$ cat src/rtl/mby_msh_col_wr_req_gen_if.sv
// Shared request/data types and the client-side request handshake bundle for
// the mesh column write requestor.
//   msh_col_wr_req_t : column write request (vld qualifies it on the mesh nets)
//   msh_dbus_t       : write data beat
// Interface signals (client -> stage): i_req_vld, i_req_plane, i_req, i_dbus
//                   (stage -> client): o_req_rdy
package mby_msh_col_wr_req_gen_pkg;
   typedef struct packed {
      logic        vld;
      logic [3:0]  id;
      logic [15:0] addr;
   } msh_col_wr_req_t;

   typedef struct packed {
      logic [31:0] data;
   } msh_dbus_t;
endpackage

interface mby_msh_col_wr_req_gen_if
   import mby_msh_col_wr_req_gen_pkg::*;
#(
   parameter int NUM_PLANES = 2,
   parameter int PL_W       = (NUM_PLANES > 1) ? $clog2(NUM_PLANES) : 1
);
   logic            i_req_vld;
   logic            o_req_rdy;
   logic [PL_W-1:0] i_req_plane;
   msh_col_wr_req_t i_req;
   msh_dbus_t       i_dbus;

   modport master (output i_req_vld, i_req_plane, i_req, i_dbus, input o_req_rdy);
   modport slave  (input i_req_vld, i_req_plane, i_req, i_dbus, output o_req_rdy);
endinterface

$ cat src/rtl/mby_msh_col_wr_req_gen.sv
// Requestor-side source stage for a mesh column write port.
// A one-entry holding stage accepts client requests (req_if, valid/ready) and
// issues each onto the selected plane's registered column write nets when that
// plane has credit. Per-plane credit counters are replenished by the
// responder's credit-return pulses.
// Ports:
//   cclk, rst_n            : clock, async active-low reset
//   req_if (slave)         : client request handshake, plane select, req, data
//   o_wr_req / o_wr_dbus   : per-plane registered write request/data, vld one cycle per issue
//   i_crdt_rtn_for_wr_req  : per-plane credit return, one credit per high cycle
//   o_crdt_avail           : per-plane current credit count
//   o_err                  : sticky errors, [0] credit overflow, [1] illegal plane
module mby_msh_col_wr_req_gen
   import mby_msh_col_wr_req_gen_pkg::*;
#(
   parameter int NUM_MSH_PLANES = 2,
   parameter int NUM_PLANES     = NUM_MSH_PLANES,
   parameter int CRDT_INIT      = 8,
   parameter int CRDT_W         = $clog2(CRDT_INIT + 1),
   parameter int PL_W           = (NUM_PLANES > 1) ? $clog2(NUM_PLANES) : 1
) (
   input  logic                              cclk,
   input  logic                              rst_n,
   mby_msh_col_wr_req_gen_if.slave           req_if,
   output msh_col_wr_req_t [NUM_PLANES-1:0]  o_wr_req,
   output msh_dbus_t       [NUM_PLANES-1:0]  o_wr_dbus,
   input  logic            [NUM_PLANES-1:0]  i_crdt_rtn_for_wr_req,
   output logic [NUM_PLANES-1:0][CRDT_W-1:0] o_crdt_avail,
   output logic            [1:0]             o_err
);

   logic            held;
   msh_col_wr_req_t h_req;
   msh_dbus_t       h_dbus;
   logic [PL_W-1:0] h_plane;

   logic [CRDT_W-1:0]     crdt [NUM_PLANES];
   logic [NUM_PLANES-1:0] ovf;

   logic            plane_ok, has_crdt, issue, drop, accept;
   msh_col_wr_req_t wr_req_q;

   // Plane compare is done one bit wider so a power-of-2 NUM_PLANES is not truncated.
   assign plane_ok = ({1'b0, h_plane} < (PL_W+1)'(NUM_PLANES));

   always_comb begin
      has_crdt = 1'b0;
      if (plane_ok) has_crdt = (crdt[h_plane] != '0);
   end

   assign issue          = held && has_crdt;
   assign drop           = held && !plane_ok;
   assign req_if.o_req_rdy = !held || issue;
   assign accept         = req_if.i_req_vld && req_if.o_req_rdy;

   // The client's vld field is meaningless here; the issued copy is always marked valid.
   always_comb begin
      wr_req_q     = h_req;
      wr_req_q.vld = 1'b1;
   end

   // Holding stage: a same-edge accept refills the slot being drained.
   always_ff @(posedge cclk or negedge rst_n) begin
      if (!rst_n) begin
         held    <= 1'b0;
         h_req   <= '0;
         h_dbus  <= '0;
         h_plane <= '0;
      end else if (accept) begin
         held    <= 1'b1;
         h_req   <= req_if.i_req;
         h_dbus  <= req_if.i_dbus;
         h_plane <= req_if.i_req_plane;
      end else if (issue || drop) begin
         held    <= 1'b0;
      end
   end

   // Output nets are pulsed: cleared every cycle, written only on an issue edge.
   always_ff @(posedge cclk or negedge rst_n) begin
      if (!rst_n) begin
         o_wr_req  <= '0;
         o_wr_dbus <= '0;
      end else begin
         o_wr_req  <= '0;
         o_wr_dbus <= '0;
         if (issue) begin
            o_wr_req[h_plane]  <= wr_req_q;
            o_wr_dbus[h_plane] <= h_dbus;
         end
      end
   end

   for (genvar p = 0; p < NUM_PLANES; p++) begin : g_plane
      logic dec, inc;
      assign dec = issue && (h_plane == PL_W'(p));
      assign inc = i_crdt_rtn_for_wr_req[p];
      // Return into a full counter with no issue is an overflow; count saturates.
      assign ovf[p] = inc && !dec && (crdt[p] == CRDT_W'(CRDT_INIT));

      always_ff @(posedge cclk or negedge rst_n) begin
         if (!rst_n)             crdt[p] <= CRDT_W'(CRDT_INIT);
         else if (inc && !dec && !ovf[p]) crdt[p] <= crdt[p] + 1'b1;
         else if (dec && !inc)   crdt[p] <= crdt[p] - 1'b1;
      end

      assign o_crdt_avail[p] = crdt[p];
   end

   always_ff @(posedge cclk or negedge rst_n) begin
      if (!rst_n) o_err <= '0;
      else        o_err <= o_err | {drop, |ovf};
   end

endmodule

$ cat src/flat_wrapper.sv
// flat-port wrapper written by rule: the top's interface ports become plain ports
module mby_msh_col_wr_req_gen_flat import mby_msh_col_wr_req_gen_pkg::*;
#(
   parameter int NUM_MSH_PLANES = 2,
   parameter int NUM_PLANES     = NUM_MSH_PLANES,
   parameter int CRDT_INIT      = 8,
   parameter int CRDT_W         = $clog2(CRDT_INIT + 1),
   parameter int PL_W           = (NUM_PLANES > 1) ? $clog2(NUM_PLANES) : 1
)
  (cclk, rst_n, o_wr_req, o_wr_dbus, i_crdt_rtn_for_wr_req, o_crdt_avail, o_err, req_if_i_req_vld, req_if_i_req_plane, req_if_i_req, req_if_i_dbus, req_if_o_req_rdy);
  mby_msh_col_wr_req_gen_if #(.NUM_PLANES(NUM_PLANES), .PL_W(PL_W)) req_if_i ();
  input  logic cclk;
  input  logic rst_n;
  output msh_col_wr_req_t [NUM_PLANES-1:0] o_wr_req;
  output msh_dbus_t       [NUM_PLANES-1:0] o_wr_dbus;
  input  logic            [NUM_PLANES-1:0] i_crdt_rtn_for_wr_req;
  output logic [NUM_PLANES-1:0][CRDT_W-1:0] o_crdt_avail;
  output logic            [1:0] o_err;
  input wire logic [$bits(req_if_i.i_req_vld)-1:0] req_if_i_req_vld;
  input wire logic [$bits(req_if_i.i_req_plane)-1:0] req_if_i_req_plane;
  input wire logic [$bits(req_if_i.i_req)-1:0] req_if_i_req;
  input wire logic [$bits(req_if_i.i_dbus)-1:0] req_if_i_dbus;
  output wire logic [$bits(req_if_i.o_req_rdy)-1:0] req_if_o_req_rdy;
  assign req_if_i.i_req_vld = req_if_i_req_vld;
  assign req_if_i.i_req_plane = req_if_i_req_plane;
  assign req_if_i.i_req = req_if_i_req;
  assign req_if_i.i_dbus = req_if_i_dbus;
  assign req_if_o_req_rdy = req_if_i.o_req_rdy;
  mby_msh_col_wr_req_gen #(.NUM_MSH_PLANES(NUM_MSH_PLANES), .NUM_PLANES(NUM_PLANES), .CRDT_INIT(CRDT_INIT), .CRDT_W(CRDT_W), .PL_W(PL_W)) u_core (.cclk(cclk), .rst_n(rst_n), .req_if(req_if_i), .o_wr_req(o_wr_req), .o_wr_dbus(o_wr_dbus), .i_crdt_rtn_for_wr_req(i_crdt_rtn_for_wr_req), .o_crdt_avail(o_crdt_avail), .o_err(o_err));
endmodule
$ cat config.mk
export PLATFORM = sky130hd
export DESIGN_NAME = mby_msh_col_wr_req_gen_flat
export DESIGN_NICKNAME = d
export VERILOG_FILES = /design/src/rtl/mby_msh_col_wr_req_gen_if.sv /design/src/rtl/mby_msh_col_wr_req_gen.sv /design/src/flat_wrapper.sv
export SDC_FILE = /design/constraint.sdc
export NUM_CORES = 1
export LEC_CHECK = 0
export BUFFER_PORTS_ARGS = -buffer_cell sky130_fd_sc_hd__buf_4
export CORE_UTILIZATION = 55
export DETAILED_ROUTE_END_ITERATION = 6
export PLACE_DENSITY = 0.94
export SYNTH_ARGS = -nofsm -noshare
export SYNTH_HDL_FRONTEND = slang
export SYNTH_SLANG_ARGS = --single-unit
$ cat constraint.sdc
create_clock -name cclk -period 4.5 [get_ports cclk]
set_input_delay 0.9 -clock cclk [delete_from_list [all_inputs] [get_ports cclk]]
set_output_delay 0.9 -clock cclk [all_outputs]
set_load 0.01 [all_outputs]
# Word-level counts from Yosys, hierarchy flattened
# Index checks and enable logic that the tools add are counted.
[word_totals]
ff_bits = 170
latch_bits = 0
mem_bits_rw = 0
romBits = 0
input_bits = 59
output_inout_bits = 117
word_cells = 71
mem_count = 0
[op_classes]
addsub = 4
multipliers = 0
div_mod_pow = 0
n_lt_le_gt_ge = 3
n_eq_ne = 2
shift = 0
muxes = 15
bitwise = 5
reduce_logical = 26
[op_table]
columns = ["op", "count"]
rows = [
  ["64-bit AND", 1],
  ["64-bit two-way mux", 1],
  ["42-bit AND", 1],
  ["42-bit two-way mux", 1],
  ["32-bit demux with 1-bit select", 1],
  ["32-bit two-way mux", 1],
  ["4-bit two-way mux", 7],
  ["21-bit demux with 1-bit select", 1],
  ["21-bit two-way mux", 1],
  ["1-bit logical AND", 13],
  ["4-bit by 1-bit adder with 4-bit output (second input constant)", 2],
  ["4-bit equality test (second input constant)", 2],
  ["4-bit by 1-bit subtractor with 4-bit output (second input constant)", 2],
  ["1-bit zero test", 7],
  ["2-bit nonzero test", 3],
  ["4-bit nonzero test", 1],
  ["2-bit greater-or-equal comparator (second input constant)", 1],
  ["1-bit by 2-bit < comparator with 1-bit output (second input constant)", 1],
  ["1-bit two-way mux", 2],
  ["1-bit inverter with 2-bit output", 1],
  ["2-bit by 1-bit OR with 2-bit output", 1],
  ["2-bit OR reduction", 1],
  ["1-bit greater-or-equal comparator (second input constant)", 1],
  ["1-bit logical OR", 1],
  ["1-bit inverter", 1],
]

# Depth between registers and ports, before layout
# Gate-level depths: netlist of run 1.
[logic_depth]
word_depth = 13
depth_mapped = 7
depth_no_buf = 7

# Worst setup path before layout of run 1
# No wires, ideal clock.
[synth_timing]
path_kind = "in2reg"
start = "input i_crdt_rtn_for_wr_req[1]"
end = "register u_core.crdt, in the netlist u_core.o_crdt_avail[7]"
setup_time_ns = 0.082
t_arrival_ns = 2.447
required_time_ns = 4.418
path_slack_ns = 1.971
path_stages = 7
path_buffers = 1
cell_sequence = "clkbuf_1 nand3_1 ha_1 a21o_1 a21oi_1 mux2i_1 a211o_1"
[synth_between]
elab_chain_cells = 5
word_cells_on_any_way = 8
classes_between = "1 x mux; 7 x reduce/logical"
[synth_rtl]
columns = ["item", "line_no", "rtl"]
rows = [
  ["start: declaration", "flat_wrapper.sv:16", "input logic [NUM_PLANES-1:0] i_crdt_rtn_for_wr_req;"],
  ["1-bit logical AND", "mby_msh_col_wr_req_gen.sv:99, mby_msh_col_wr_req_gen.sv:103", ""],
  ["1-bit logical AND", "mby_msh_col_wr_req_gen.sv:99", "assign ovf[p] = inc && !dec && (crdt[p] == CRDT_W'(CRDT_INIT));"],
  ["1-bit zero test", "mby_msh_col_wr_req_gen.sv:103", "else if (inc && !dec && !ovf[p]) crdt[p] <= crdt[p] + 1'b1;"],
  ["1-bit logical AND", "mby_msh_col_wr_req_gen.sv:103", ""],
  ["4-bit two-way mux or 2-bit nonzero test (tied branches)", "n/a", ""],
  ["end signal: indexed assignment", "mby_msh_col_wr_req_gen.sv:102", "if (!rst_n) crdt[p] <= CRDT_W'(CRDT_INIT);"],
  ["end signal: indexed assignment", "mby_msh_col_wr_req_gen.sv:103", ""],
  ["end signal: indexed assignment", "mby_msh_col_wr_req_gen.sv:104", "else if (dec && !inc) crdt[p] <= crdt[p] - 1'b1;"],
  ["end: declaration", "mby_msh_col_wr_req_gen.sv:37", "logic [CRDT_W-1:0] crdt [NUM_PLANES];"],
]
# Several ways; a longest one is shown, not always the timed one.
# A chain may end at the register's enable or synchronous reset.

# Worst setup path after layout of run 1
[layout_timing]
start = "register u_core.crdt, in the netlist u_core.o_crdt_avail[4]"
end = "output req_if_o_req_rdy"
[layout_between]
elab_chain_cells = 6
[layout_rtl]
columns = ["item", "line_no", "rtl"]
rows = [
  ["4-bit two-way mux (not written as such) (3 in series)", "mby_msh_col_wr_req_gen.sv:48", "if (plane_ok) has_crdt = (crdt[h_plane] != '0);"],
  ["4-bit nonzero test", "mby_msh_col_wr_req_gen.sv:48", ""],
  ["1-bit logical AND", "mby_msh_col_wr_req_gen.sv:51", "assign issue = held && has_crdt;"],
  ["1-bit logical OR", "mby_msh_col_wr_req_gen.sv:53", "assign req_if.o_req_rdy = !held || issue;"],
  ["end: declaration", "flat_wrapper.sv:23", "output wire logic [$bits(req_if_i.o_req_rdy)-1:0] req_if_o_req_rdy;"],
]
# No other way between the ends. The select of a mux whose other input is x is not followed.

==> out/results.env, run 1 <==
NUMBER_OF_SYNTHESIZED_FLOPS_WITH_AN_ENABLE_PIN=0
FINAL_AREA_SQ_UM=8410
TRITONCTS.NUM_BUFFERS=17
FIN_WORST_HOLD_SLACK_NS=0.498
FINALCRITICALPERIOD_NS=2.77
CRITICAL_PATH_CLASS='flop to primary output'
CLOCK_INSERTION_DELAY_AT_THE_LATER_PIN_OF_THE_SKEW_REPORT_NS=0.41
CELLLEAKAGEPOWER_nW=4.47
CTS_REPAIR_RESIZE_COUNT=0
SYNTH_MUX_AREA_SHARE_PCT=12.6
SYNTH.FF_LATCH_COUNT=169
SYNTH.NET_COUNT=495
INITIAL_UTILIZATION_PCT=56.5
SYNTH-ASYNC-RESET-RATIO_PCT=100
POST_ROUTE_CELLS_DRIVE_ABOVE_1_SHARE_PCT=44.4
CRITPATHMAXSTAGEDELAY_NS=0.58
MAXCAPVIOLCOUNT=0
DETAIL_ROUTE.WL_PER_CELL_UM=18.0
POST_CTS_HOLD_BUFFER_COUNT=0
POST-DP-HPWL_UM=8830
NUMBER_OF_ANTENNA_VIOLATIONS_AT_THE_FIRST_CHECK_IN_GLOBAL_ROUTING=0
POSTSYNTHCELLCOUNT=430
DIE_W_UM=111
REMAINING_ANTENNA_VIOLATION_COUNT=0
PWR-SHARE-CLK_PCT=30.0
CRIT_REQUIRED_NS=3.60
HOLD_VIOL=0
WORST_SLEW_MARGIN_RELATIVE_TO_ITS_LIMIT_PCT=32.2
HOLD_CLASS='flop to flop'
SETUP_SLACK_NS=1.73
CRIT_CELLS=3
MET2ROUTEDLENGTH_UM=7230
ANTENNADIODECOUNT=0
PWR_DENSITY_CELL_nW_PER_UM2=575
MAXIMUM_VDD_DROP_mV=0.418
ROWS=39
WORSTREG2REGEND='u_core.o_crdt_avail[7]'
CRITICAL_PATH.STARTPOINT='u_core.o_crdt_avail[4]'
FINAL_WORST_PATH_PERIOD_SHARE_PCT=61.4
CRIT_CHAIN='nor4_4 -> a22oi_4 -> buf_4'
PORT_BUFFERS=173
R2R.WORST_PATH.CELLS=7
TIMING.CRITICAL_PATH.MAX_DELAY_FAMILY='simple AND/OR/NAND/NOR gates'
SYNTH_TOP_FLOP_CELL='sky130_fd_sc_hd__dfrtp_1'
FIRST_PASS_ITERS=4
FRACTION_OF_POWER_SPENT_SWITCHING_NETS_PCT=29.9
SHARE_COMB_OF_TOTAL_POWER_PCT=27.2
CTS_TREE='built'
CRIT_PATH_END_KIND='primary output'
BOUNDARYPINS=176
CRITPATHLAUNCHTYPE='flop'
CLKSLEWWORSTSETUPHOLDPATHS_NS=0.06
FLOW.AREA_GROWTH_FROM_SYNTHESIS_PCT=29.9
SYNTH_TOP_FAMILY_BY_AREA='simple AND/OR/NAND/NOR gates'
P_SWITCHING_mW=1.45
CRITPATHCAPTURE='req_if_o_req_rdy'
PLACEABLECOREAREA_SQ_UM=11500
CTS_SETUP_BUFFERS=0
CLOCK_SINK_COUNT=169
TRACK_USAGE_PCT=23.5
SEQUENTIALPOWERSHARE_PCT=42.9
PLACE_CONGESTION=0.784
LAYOUT.FILLER_CELLS=730
SYNTHESIZED_AREA_FRACTION_OCCUPIED_BY_AO_OA_AOI_AND_OAI_CELLS_PCT=3.29
GRT_PASS1_WL_UM=22200
ROUTE.DETAILED.VIAS_PER_INST=5.32
DETAILED_PLACE.AREA_SQ_UM=7820
FINAL-MAX-SLEW-VIOLATION-COUNT=0
PLACEMENT.SETUP.WORST_SLACK_NS=1.80
GRT_SETUP_UNREPAIRED='no'
TOTALWIRELENGTH_UM=13600
GRT_MAX_DEGREE=108
CRITPATHARRIVALTIME_NS=1.87
ROOT_BUFFER='sky130_fd_sc_hd__clkbuf_16'
R2R_SETUP_SLK_NS=1.74
CRITPATHSLOWESTCELL='sky130_fd_sc_hd__nor4_4'
POST_SYNTH_AND_OR_NAND_NOR_AREA_FRACTION_PCT=14.0
STATUS='finished clean'
FIRST_GLOBAL_VIAS=4283
SYNTHADDERAREAFRAC_PCT=1.39
CRIT_PATH_MAX_FANOUT=8
ROUTE.TOP_LAYER_USED='met4'
DIEHEIGHT_UM=111
MET1WIRELENGTH_UM=5430
INITIALDRTVIOLATIONCOUNT=164
SYNTHESIS.AREA_SQ_UM=6470
CLOCK_PATH_BUFFERS=2
SYNTH_SEQUENTIAL_AREA_RATIO_PCT=65.4
POST_SYNTH_NUM_CELL_TYPES=52
VIAS=4023
REGTOREGSTARTPOINT='u_core.o_crdt_avail[4]'
TIGHTEST_SLEW_NS=1.01
POST_SYNTH.CELL_AREA_AVG_SQ_UM=15.1
YOSYS.AREA_SHARE.XOR_XNOR_PCT=0.406
SETUP_TNS_AFTER_FINAL_LAYOUT_NS=0
MET3_ROUTED_WIRELENGTH_UM=747
NUM-NETS-FINAL=666
WORSTPATHBUFFERINVERTERCOUNT=1
DIE_AREA_SQ_UM=12200
REPORT.FINAL.SETUP_VIOL=0
GR-TOTAL-OVERFLOW=0
SETUP_SKEW_NS=0.00911
YOSYS_WARNINGS=0
CELLINTERNALPOWER_mW=3.39
HTREE_NUM_LEVELS=4
DRC_ERRORS=0
CLOCK.FMAX_MHz=362
[power groups by stage]
| stage | registers (mW) | logic, mW | clock network, mW |
|---|---|---|---|
| final | 2.07 | 1.32 | 1.45 |
| after global routing | 2.11 | 1.41 | 1.54 |
| after CTS | 2.07 | 1.33 | 1.47 |
| after detailed placement | 2.09 | 1.32 | 0 |
| after global placement | 2.06 | 1.26 | 0 |
| after floorplan | 2.14 | 0.691 | 0 |
[stage by stage]
step | instances | total power, mW | utilization (%)
2_1_floorplan | 430 | 2.83 | -
4_1_cts | 756 | 4.88 | 73.4
3_5_place_dp | 725 | 3.42 | 68.2
6_report | 756 | 4.84 | 73.4
3_3_place_gp | 725 | 3.33 | 68.2
5_1_grt | 756 | 5.07 | 73.4
[routing by layer]
metal | global-route usage (%) | vias up
met4 | 7.64 | 0
met1 | 29.0 | 2023
met5 | 0 | -
li1 | - | 1815
met2 | 40.4 | 168
met3 | 5.98 | 17
[cell type report]
type / count / area, sq um / area share [%]
multi-input combinational: 235 / 2070 / 24.6
inverter: 1 / 3.75 / 0.0446
clock inverter: 12 / 140 / 1.67
clock buffer: 19 / 453 / 5.38
timing repair buffer: 177 / 1330 / 15.8
tap: 143 / 179 / 2.13
sequential: 169 / 4230 / 50.3
[cells in the final DEF, fill, tap and decap left out, drive strengths merged, types with 3 or more instances in the layout]
cell	Yosys	final
nand3b	3	3
dfrtp	167	167
mux2i	3	3
nor3	4	4
ha	4	4
o21ai	3	3
inv	1	6
and3	52	52
mux2	53	53
a21oi	6	6
and2	55	55
clkbuf	16	19
nor2	7	7
nand2	8	8
buf	9	177
clkinv	0	3
[worst min path at each step]
stage	start	to	slack (ns)	cells past startpoint
6_report	u_core.h_req[15]	u_core.o_wr_req[36]	0.50	1
5_1_grt	u_core.h_req[15]	u_core.o_wr_req[36]	0.52	1
4_1_cts	u_core.h_req[15]	u_core.o_wr_req[36]	0.50	1
3_5_place_dp	u_core.h_req[15]	u_core.o_wr_req[36]	0.48	1
3_3_place_gp	u_core.h_dbus[18]	u_core.o_wr_dbus[50]	0.48	1
2_1_floorplan	u_core.h_req[15]	u_core.o_wr_req[36]	0.46	1
[synthesized netlist by cell type (2+ instances only)]
| master | n | area, sq um |
|---|---|---|
| sky130_fd_sc_hd__dfrtp_1 | 167 | 4180 |
| sky130_fd_sc_hd__and2_1 | 55 | 344 |
| sky130_fd_sc_hd__and3_1 | 52 | 325 |
| sky130_fd_sc_hd__mux2_4 | 50 | 751 |
| sky130_fd_sc_hd__clkbuf_1 | 16 | 60.1 |
| sky130_fd_sc_hd__nor2_1 | 7 | 26.3 |
| sky130_fd_sc_hd__nand2_1 | 6 | 22.5 |
| sky130_fd_sc_hd__a21oi_1 | 5 | 25.0 |
| sky130_fd_sc_hd__buf_12 | 5 | 100 |
| sky130_fd_sc_hd__ha_1 | 4 | 50.1 |
| sky130_fd_sc_hd__nor3_1 | 4 | 20.0 |
| sky130_fd_sc_hd__buf_2 | 3 | 15.0 |
| sky130_fd_sc_hd__mux2_2 | 3 | 33.8 |
| sky130_fd_sc_hd__mux2i_1 | 3 | 30.0 |
| sky130_fd_sc_hd__nand3b_1 | 3 | 22.5 |
| sky130_fd_sc_hd__o21ai_0 | 3 | 15.0 |
| sky130_fd_sc_hd__a21boi_0 | 2 | 15.0 |
| sky130_fd_sc_hd__a22o_1 | 2 | 17.5 |
| sky130_fd_sc_hd__dfstp_2 | 2 | 52.6 |
| sky130_fd_sc_hd__fa_1 | 2 | 40.0 |
| sky130_fd_sc_hd__nand2b_1 | 2 | 12.5 |
| sky130_fd_sc_hd__nor4b_1 | 2 | 17.5 |
| sky130_fd_sc_hd__or4b_1 | 2 | 20.0 |
| sky130_fd_sc_hd__xnor2_1 | 2 | 17.5 |
[logic make-up after synthesis]
group	after synthesis
adder cells (fa/ha/maj)	6
AO/OA/AOI/OAI	27
buffers and inverters	26
flip-flops	169
AND/OR/NAND/NOR	142
XOR/XNOR	3
other	1
multiplexers	56
[registers in the layout (all words and copies together), names as in the netlist]
register and count:
u_core.h_dbus 32, u_core.held 1, u_core.o_wr_req 42, u_core.o_crdt_avail 8, u_core.o_wr_dbus 64, u_core.h_plane 1, u_core.h_req 20, u_core.o_err 1
Note: power is estimated with default switching activity, not from simulation.
==> run 2: changes to the inputs <==
Settings changed: ABC_AREA set to 1, CORE_UTILIZATION 55 to 46, PLACE_DENSITY 0.94 to 0.86.
Clock period 4.5 ns to 2.5 ns, I/O delays scaled along.
==> run 2 against run 1 <==
  * Worst setup slack got worse by 1.5 ns
  * Routed wire length is 8.7% lower
  * Sequential power up 76%
  * Highest routed layer unchanged
  * First-iteration DRC count up 90%
  * Flip-flop and latch count stayed put
  * Via count is 3.7% higher
  * Non-clock buffer count up 2
  * Synthesized cell count up 24%
  * Cell count is 18% higher
  * Critical path depth rose by 11
  * Synthesized area shrank 7.2%
  * Largest cell class unchanged
  * Critical endpoint is now u_core.o_crdt_avail[7]
==> out/results.env, run 2 <==
STATUS='finished clean'
CLOCK_INSERTION_DELAY_AT_THE_LATER_PIN_OF_THE_SKEW_REPORT_NS=0.42  # about the same
VIAS=4170  # +3.7%
SYNTHTOPCELLSBYAREA='sky130_fd_sc_hd__dfrtp_1, sky130_fd_sc_hd__nor2_1, sky130_fd_sc_hd__a21oi_2'
ANTENNADIODECOUNT=0  # unchanged
PLACEMENT.SETUP.WORST_SLACK_NS=0.286  # -1.51 ns
POSTSYNTHCELLCOUNT=532  # +24%
DIE_AREA_SQ_UM=13500  # +11%
CRITPATHARRIVALTIME_NS=2.58  # +0.71 ns
FINAL-MAX-SLEW-VIOLATION-COUNT=0  # unchanged
CELLLEAKAGEPOWER_nW=4.38  # -2.0%
NUMBER_OF_SYNTHESIZED_FLOPS_WITH_AN_ENABLE_PIN=0  # unchanged
WORSTPATHBUFFERINVERTERCOUNT=2  # +1
GRT_MAX_DEGREE=107  # -0.93%
CLOCK.FMAX_MHz=451
CRIT_PATH_END_KIND='flop'
MAXCAPVIOLCOUNT=0  # unchanged
LAYOUT_TOP_REGISTERS='u_core.o_wr_dbus (64), u_core.o_wr_req (42), u_core.h_dbus (32)'
CRIT_REQUIRED_NS=2.86  # -0.74 ns
BOUNDARYPINS=176  # unchanged
INITIAL_UTILIZATION_PCT=47.4  # -9.1 points
PLACEABLECOREAREA_SQ_UM=12700  # +10%
CTS_REPAIR_RESIZE_COUNT=0  # unchanged
SETUP_SKEW_NS=0.00887  # -0.000240 ns
HTREE_NUM_LEVELS=4  # unchanged
SYNTH_TOP_AREA_SHARE_PCT=69.6  # +5.0 points
CLOCK_SINK_COUNT=169  # unchanged
LARGEST_REGISTER_FF_COUNT=64  # unchanged
FINALCRITICALPERIOD_NS=2.22
TRITONCTS.NUM_BUFFERS=17  # unchanged
ROWS=41  # +5.1%
DIE_W_UM=116  # +5.2%
SYNTH-ASYNC-RESET-RATIO_PCT=100  # unchanged
TIMING.CRITICAL_PATH.MAX_DELAY_FAMILY='simple AND/OR/NAND/NOR gates'
SYNTH_SEQUENTIAL_AREA_RATIO_PCT=70.5  # +5.1 points
HOLD_CLASS='input pin to asynchronous set/reset pin'
YOSYS.AREA.TOP_TYPE='sky130_fd_sc_hd__dfrtp_1'
REPORT.FINAL.SETUP_VIOL=0  # unchanged
WORST_SLEW_MARGIN_RELATIVE_TO_ITS_LIMIT_PCT=54.7  # +23 points
LARGEST_REGISTER='u_core.o_wr_dbus'
POST_SYNTH.CELL_AREA_AVG_SQ_UM=11.3  # -25%
FIRST_GLOBAL_VIAS=4116  # -3.9%
SYNTH_TOP_FLOP_CELL='sky130_fd_sc_hd__dfrtp_1'
SETUP_SLACK_NS=0.282  # -1.45 ns
CLOCK_PATH_BUFFERS=2  # unchanged
PWR_DENSITY_CELL_nW_PER_UM2=1080  # +88%
DETAIL_ROUTE.WL_PER_CELL_UM=13.9  # -23%
SYNTHESIS.AREA_SQ_UM=6010  # -7.2%
LAYOUT.CELLS.MOST_COMMON_LIST='sky130_fd_sc_hd__buf_4, sky130_fd_sc_hd__dfrtp_1, sky130_fd_sc_hd__nor2_1'
NUMBER_OF_ANTENNA_VIOLATIONS_AT_THE_FIRST_CHECK_IN_GLOBAL_ROUTING=0  # unchanged
SYNTH_MOST_COMMON_CELL='sky130_fd_sc_hd__dfrtp_1'
GRT_SETUP_UNREPAIRED='no'
CRITICAL_PATH_CLASS='flop to flop'
FIRST_PASS_ITERS=4  # unchanged
NUM-NETS-FINAL=771  # +16%
DP.CELLS=859  # +18%
YOSYS_WARNINGS=0  # unchanged
HOLD_VIOL=0  # unchanged
REGISTER_AREA_SQ_UM=4230  # unchanged
GRT_PASS1_WL_UM=19800  # -11%
CRITPATHLAUNCHTYPE='flop'
SYNTH.FF_LATCH_COUNT=169  # unchanged
PORT_BUFFERS=173  # unchanged
DRC_ERRORS=0  # unchanged
CTS_TREE='built'
YOSYS-TOP-CELLS-COUNT='sky130_fd_sc_hd__dfrtp_1, sky130_fd_sc_hd__nor2_1, sky130_fd_sc_hd__inv_1'
ROUTE.DETAILED.VIAS_PER_INST=4.68  # -12%
CRITPATHMAXSTAGEDELAY_NS=0.46  # -0.12 ns
CLKSLEWWORSTSETUPHOLDPATHS_NS=0.07  # about the same
CRITPATHSLOWESTCELL='sky130_fd_sc_hd__dfrtp_1'
LAYOUT_COMMONEST_CELL='sky130_fd_sc_hd__buf_4'
POST_SYNTH_NUM_CELL_TYPES=28  # -46%
ROOT_BUFFER='sky130_fd_sc_hd__clkbuf_16'
TIGHTEST_SLEW_NS=0.679  # -0.335 ns
CRIT_PATH_MAX_FANOUT=5  # -3
LAYOUT.FILLER_CELLS=958  # +31%
POST_ROUTE_CELLS_DRIVE_ABOVE_1_SHARE_PCT=35.3  # -9.0 points
POST-DP-HPWL_UM=8230  # -6.8%
SYNTH.NET_COUNT=597  # +21%
INITIALDRTVIOLATIONCOUNT=311  # +90%
MAXIMUM_VDD_DROP_mV=0.549  # +31%
REMAINING_ANTENNA_VIOLATION_COUNT=0  # unchanged
FLOW.AREA_GROWTH_FROM_SYNTHESIS_PCT=34.4
CRIT_TOP_CELL='sky130_fd_sc_hd__nand2_1'
SETUP_TNS_AFTER_FINAL_LAYOUT_NS=0  # unchanged
DIEHEIGHT_UM=116  # +5.2%
PLACE_CONGESTION=0.807  # +2.9%
TOTALWIRELENGTH_UM=12400  # -8.7%
CRIT_CHAIN='nor2_2 -> nand3_2 -> nand4_1 -> nand3_1 -> ha_1 -> nand2_1 -> nand2_1 -> a31oi_1 -> inv_1 -> nand2_1 -> nand2_1 -> nand2_1 -> nand2_1 -> inv_1'
TRACK_USAGE_PCT=19.6  # -3.9 points
MULTI_INPUT_AREA_SQ_UM=1370  # -34%
POST_CTS_HOLD_BUFFER_COUNT=0  # unchanged
FINAL_CELLS=891  # +18%
FINAL_WORST_PATH_PERIOD_SHARE_PCT=88.7
GR-TOTAL-OVERFLOW=0  # unchanged
CTS_SETUP_BUFFERS=0  # unchanged
==> run 2: worst paths after layout <==
kind	from	endpoint	slack [ns]	depth (start not counted)
setup / recovery	u_core.o_crdt_avail[0]	u_core.o_crdt_avail[7]	0.28	14
hold / removal	rst_n	u_core.o_wr_dbus[8]	0.07	2
setup reg to reg	u_core.o_crdt_avail[0]	u_core.o_crdt_avail[7]	0.28	14
hold reg to reg	u_core.h_dbus[1]	u_core.o_wr_dbus[1]	0.50	2
max in group asynchronous	rst_n	u_core.h_dbus[25]	1.96	2
min in group cclk	req_if_i_dbus[20]	u_core.h_dbus[20]	0.32	3
==> run 2: layout make-up <==
class	count	area share, %
Sequential cell	169	52.4
Multi-Input combinational cell	273	17.0
Timing Repair Buffer	179	17.3
Clock inverter	14	2.06
Tap cell	172	2.67
Inverter	66	3.07
Clock buffer	18	5.44
==> run 2: logic make-up after synthesis <==
| logic type | after synthesis | share of synthesized area (%) |
|---|---|---|
| AOI/OAI and AO/OA | 60 | 7.02 |
| adders and majority gates | 6 | 1.50 |
| and+or+nand+nor | 203 | 13.8 |
| xor gates and xnor gates | 3 | 0.438 |
| other | 1 | 0.0624 |
| buffers and inverters | 90 | 6.71 |
| DFF | 169 | 70.5 |
==> run 2: metrics by stage <==
stage | power [mW] | util [%] | instance area (sq um) | hold slack (ns)
floorplan | 5.01 | - | 6010 | 0.204
global placement | 6.04 | 58.9 | 7460 | 0.472
detailed placement | 6.17 | 58.9 | 7460 | 0.485
CTS | 8.82 | 63.7 | 8070 | 0.0682
global route | 9.24 | 63.7 | 8070 | 0.0826
finish | 8.74 | 63.7 | 8070 | 0.0727
==> run 2: report_power, final <==
group          total (mW)  leakage (nW)  switching [mW]  internal [mW]
Clock                2.63         0.287            1.11           1.52
Sequential           3.65          2.12           0.280           3.37
Combinational        2.46          1.97            1.41           1.05
==> run 2: layer usage <==
metal	vias to the layer above	share of wire, %	track usage, %	wire (um)
met5	-	0	0	0
met4	0	1.5	8.55	191
met3	17	5.7	5.81	708
met2	126	51	32.5	6310
met1	2069	42	23.8	5220
li1	1958	-	-	-
==> run 3: changes to the inputs <==
Clock period 2.5 ns to 1.9 ns, I/O delays scaled along.
==> run 3 against run 2 <==
  * The run now ends with setup timing left
  * Utilization is 1.6 points higher
  * Routed wire length increased by 3.4%
  * Critical path depth shrank 5
  * Non-clock buffer count grew 20
  * Clock skew up 0.00061 ns
  * Sequential power is 30% higher
  * Register-to-register slack lost 0.29 ns
  * Via count rose by 1.2%
  * Final area up 2.4%
  * Sequential share of layout area decreased by 1.2 points
  * Clock-buffer cell count grew 4
==> out/results.env, run 3 (same netlist as run 2, synthesis figures left out) <==
STATUS='complete, but fails checks'
VIOLATIONS='setup timing'
VIAS=4219  # +1.2%
REMAINING_ANTENNA_VIOLATION_COUNT=0  # unchanged
LARGEST_REGISTER='u_core.o_wr_dbus'
GR-MAX-USAGE-LAYER='met2'
SETUP_SKEW_NS=0.00947  # +0.000605 ns
TOTALWIRELENGTH_UM=12900  # +3.4%
FIRST_GLOBAL_VIAS=4359  # +5.9%
CLOCK.FMAX_MHz=524  # +16%
HOLD_VIOL=0  # unchanged
PLACE_CONGESTION=0.826  # +2.4%
TRACK_USAGE_PCT=20.2  # +0.64 points
POST_ROUTE_CELLS_DRIVE_ABOVE_1_SHARE_PCT=38.3  # +2.9 points
NUMBER_OF_ANTENNA_VIOLATIONS_AT_THE_FIRST_CHECK_IN_GLOBAL_ROUTING=0  # unchanged
LARGEST_REGISTER_FF_COUNT=64  # unchanged
LAYOUT_TOP_REGISTERS='u_core.o_wr_dbus (64), u_core.o_wr_req (42), u_core.h_dbus (32)'
MAXCAPVIOLCOUNT=0  # unchanged
CLOCK_INSERTION_DELAY_AT_THE_LATER_PIN_OF_THE_SKEW_REPORT_NS=0.42  # about the same
GRT_MAX_DEGREE=57  # -47%
PLACEABLECOREAREA_SQ_UM=12700  # unchanged
SETUP_SLACK_NS=-0.00886  # -0.291 ns
CLKSLEWWORSTSETUPHOLDPATHS_NS=0.06  # about the same
GR-USAGE-MET1_PCT=24.1  # +0.38 points
DIE_AREA_SQ_UM=13500  # unchanged
CRIT_REQUIRED_NS=2.19  # -0.67 ns
FIRST_PASS_ITERS=4  # unchanged
DIE_W_UM=116  # unchanged
WORST_SLEW_MARGIN_RELATIVE_TO_ITS_LIMIT_PCT=53.7  # -1.1 points
CTS_TREE='built'
CRITPATHLAUNCHTYPE='flop'
TIGHTEST_SLEW_NS=0.695  # +0.0160 ns
FLOW.AREA_GROWTH_FROM_SYNTHESIS_PCT=37.6
DETAIL_ROUTE.WL_PER_CELL_UM=14.1  # +1.4%
FINAL_TOTAL_PWR_mW=11.8  # +35%
GR-TOTAL-OVERFLOW=0  # unchanged
CRITPATHARRIVALTIME_NS=2.20  # -0.38 ns
MAXIMUM_VDD_DROP_mV=1.19  # +120%
ROWS=41  # unchanged
PORT_BUFFERS=173  # unchanged
TIMING.CRITICAL_PATH.MAX_DELAY_FAMILY='simple AND/OR/NAND/NOR gates'
GLOBALROUTEMET3UTIL_PCT=5.45  # -0.36 points
GRT_SETUP_UNREPAIRED='yes'
POST-DP-HPWL_UM=8700  # +5.8%
INITIALDRTVIOLATIONCOUNT=322  # +3.5%
HTREE_NUM_LEVELS=4  # unchanged
FINAL_WORST_PATH_PERIOD_SHARE_PCT=100  # +12 points
BOUNDARYPINS=176  # unchanged
FINALCRITICALPERIOD_NS=1.91  # -0.309 ns
REPORT.FINAL.SETUP_VIOL=2  # +2
LAYOUT.FILLER_CELLS=940  # -1.9%
GRT_PASS1_WL_UM=20600  # +4.1%
DETAILED_PLACE.AREA_SQ_UM=7590  # +1.7%
LAYOUT_COMMONEST_CELL='sky130_fd_sc_hd__buf_4'
CRIT_PATH_END_KIND='flop'
TRITONCTS.NUM_BUFFERS=17  # unchanged
HOLD_CLASS='input pin to flop'
WORSTPATHBUFFERINVERTERCOUNT=1  # -1
FINAL-MAX-SLEW-VIOLATION-COUNT=0  # unchanged
CRIT_CHAIN='nor2_4 -> nand3_2 -> nand4_1 -> nand3_2 -> buf_6 -> fa_2 -> xor2_1 -> nand2_1 -> o21ai_0'
CRIT_TOP_CELL='sky130_fd_sc_hd__nand3_2'
CRITPATHSLOWESTCELL='sky130_fd_sc_hd__dfrtp_2'
NUM-NETS-FINAL=791  # +2.6%
FINAL_AREA_SQ_UM=8270  # +2.4%
CRITPATHMAXSTAGEDELAY_NS=0.42  # -0.04 ns
CLOCK_PATH_BUFFERS=2  # unchanged
LAYOUT.CELLS.MOST_COMMON_LIST='sky130_fd_sc_hd__buf_4, sky130_fd_sc_hd__dfrtp_1, sky130_fd_sc_hd__nor2_1'
ROOT_BUFFER='sky130_fd_sc_hd__clkbuf_16'
PWR_DENSITY_CELL_nW_PER_UM2=1430  # +32%
GLOBALROUTEMET2UTIL_PCT=34.6  # +2.2 points
CRITICAL_PATH_CLASS='flop to flop'
ANTENNADIODECOUNT=0  # unchanged
CELLLEAKAGEPOWER_nW=4.47  # +1.9%
DRC_ERRORS=0  # unchanged
CLOCK_SINK_COUNT=169  # unchanged
DIEHEIGHT_UM=116  # unchanged
INITIAL_UTILIZATION_PCT=47.4  # unchanged
CRIT_PATH_MAX_FANOUT=4  # -1
ROUTE.DETAILED.VIAS_PER_INST=4.64  # -0.83%
-- run 3: cell type report --
cell class | instances | area [sq um] | share of cell area [%]
clock buffers | 22 | 464 | 5.62
inverters | 66 | 248 | 3.00
clock inverters | 8 | 97.6 | 1.18
repair buffers | 199 | 1560 | 18.8
multi-input cells | 273 | 1450 | 17.5
flip-flops and latches | 169 | 4230 | 51.2
well taps | 172 | 215 | 2.60
-- run 3: tightest hold or removal path, cell delays in order --
cell                      delay, ns
sky130_fd_sc_hd__buf_4         0.08
sky130_fd_sc_hd__nor2_1        0.04
sky130_fd_sc_hd__a21oi_2       0.08
-- run 3: routing by layer --
metal,wire length [um],part of all wire [%],up-vias
met5,0,0,-
met4,251,2.0,0
met3,702,5.5,24
met2,6650,52,136
met1,5250,41,2065
li1,-,-,1994
-- run 3: power breakdown --
| group | internal [mW] | switching [mW] | total, mW |
|---|---|---|---|
| Sequential | 4.44 | 0.309 | 4.75 |
| Combinational | 1.67 | 2.09 | 3.76 |
| Clock | 1.98 | 1.29 | 3.27 |
-- run 3: repair_timing --
action,4_1_cts,5_1_grt
gates cloned,0,0
pin swaps,3,7
gates resized for setup,4,11
setup endpoints to repair,2,34
hold buffers,1,0
setup buffers,1,5
hold endpoints to repair,34,0
-- run 3: final timing paths --
| kind | startpoint | cells past startpoint | to | slack (ns) |
|---|---|---|---|---|
| min reg2reg | u_core.h_req[18] | 2 | u_core.o_wr_req[39] | 0.50 |
| min | req_if_i_dbus[23] | 3 | u_core.h_dbus[23] | 0.20 |
| max in group asynchronous | rst_n | 3 | u_core.o_wr_dbus[38] | 0.83 |
| min in group asynchronous | rst_n | 2 | u_core.o_wr_req[29] | 0.44 |
| max | u_core.o_crdt_avail[4] | 9 | u_core.o_crdt_avail[6] | -0.009 |
| max reg2reg | u_core.o_crdt_avail[4] | 9 | u_core.o_crdt_avail[6] | -0.009 |
-- run 3: stage by stage --
step                      hold slack, ns  worst slack [ns]  setup TNS (ns)  utilization (%)  cells
final                              0.198          -0.00886         -0.0161             65.2    909
after global routing               0.203            -0.168          -0.656             65.2    909
after CTS                          0.186          -0.00731        -0.00979             64.7    905
after detailed placement           0.317           -0.0958         -0.0958             59.9    873
after global placement             0.311          -0.00412        -0.00412             59.9    873
after floorplan                   0.0844           -0.0401         -0.0401                -    532
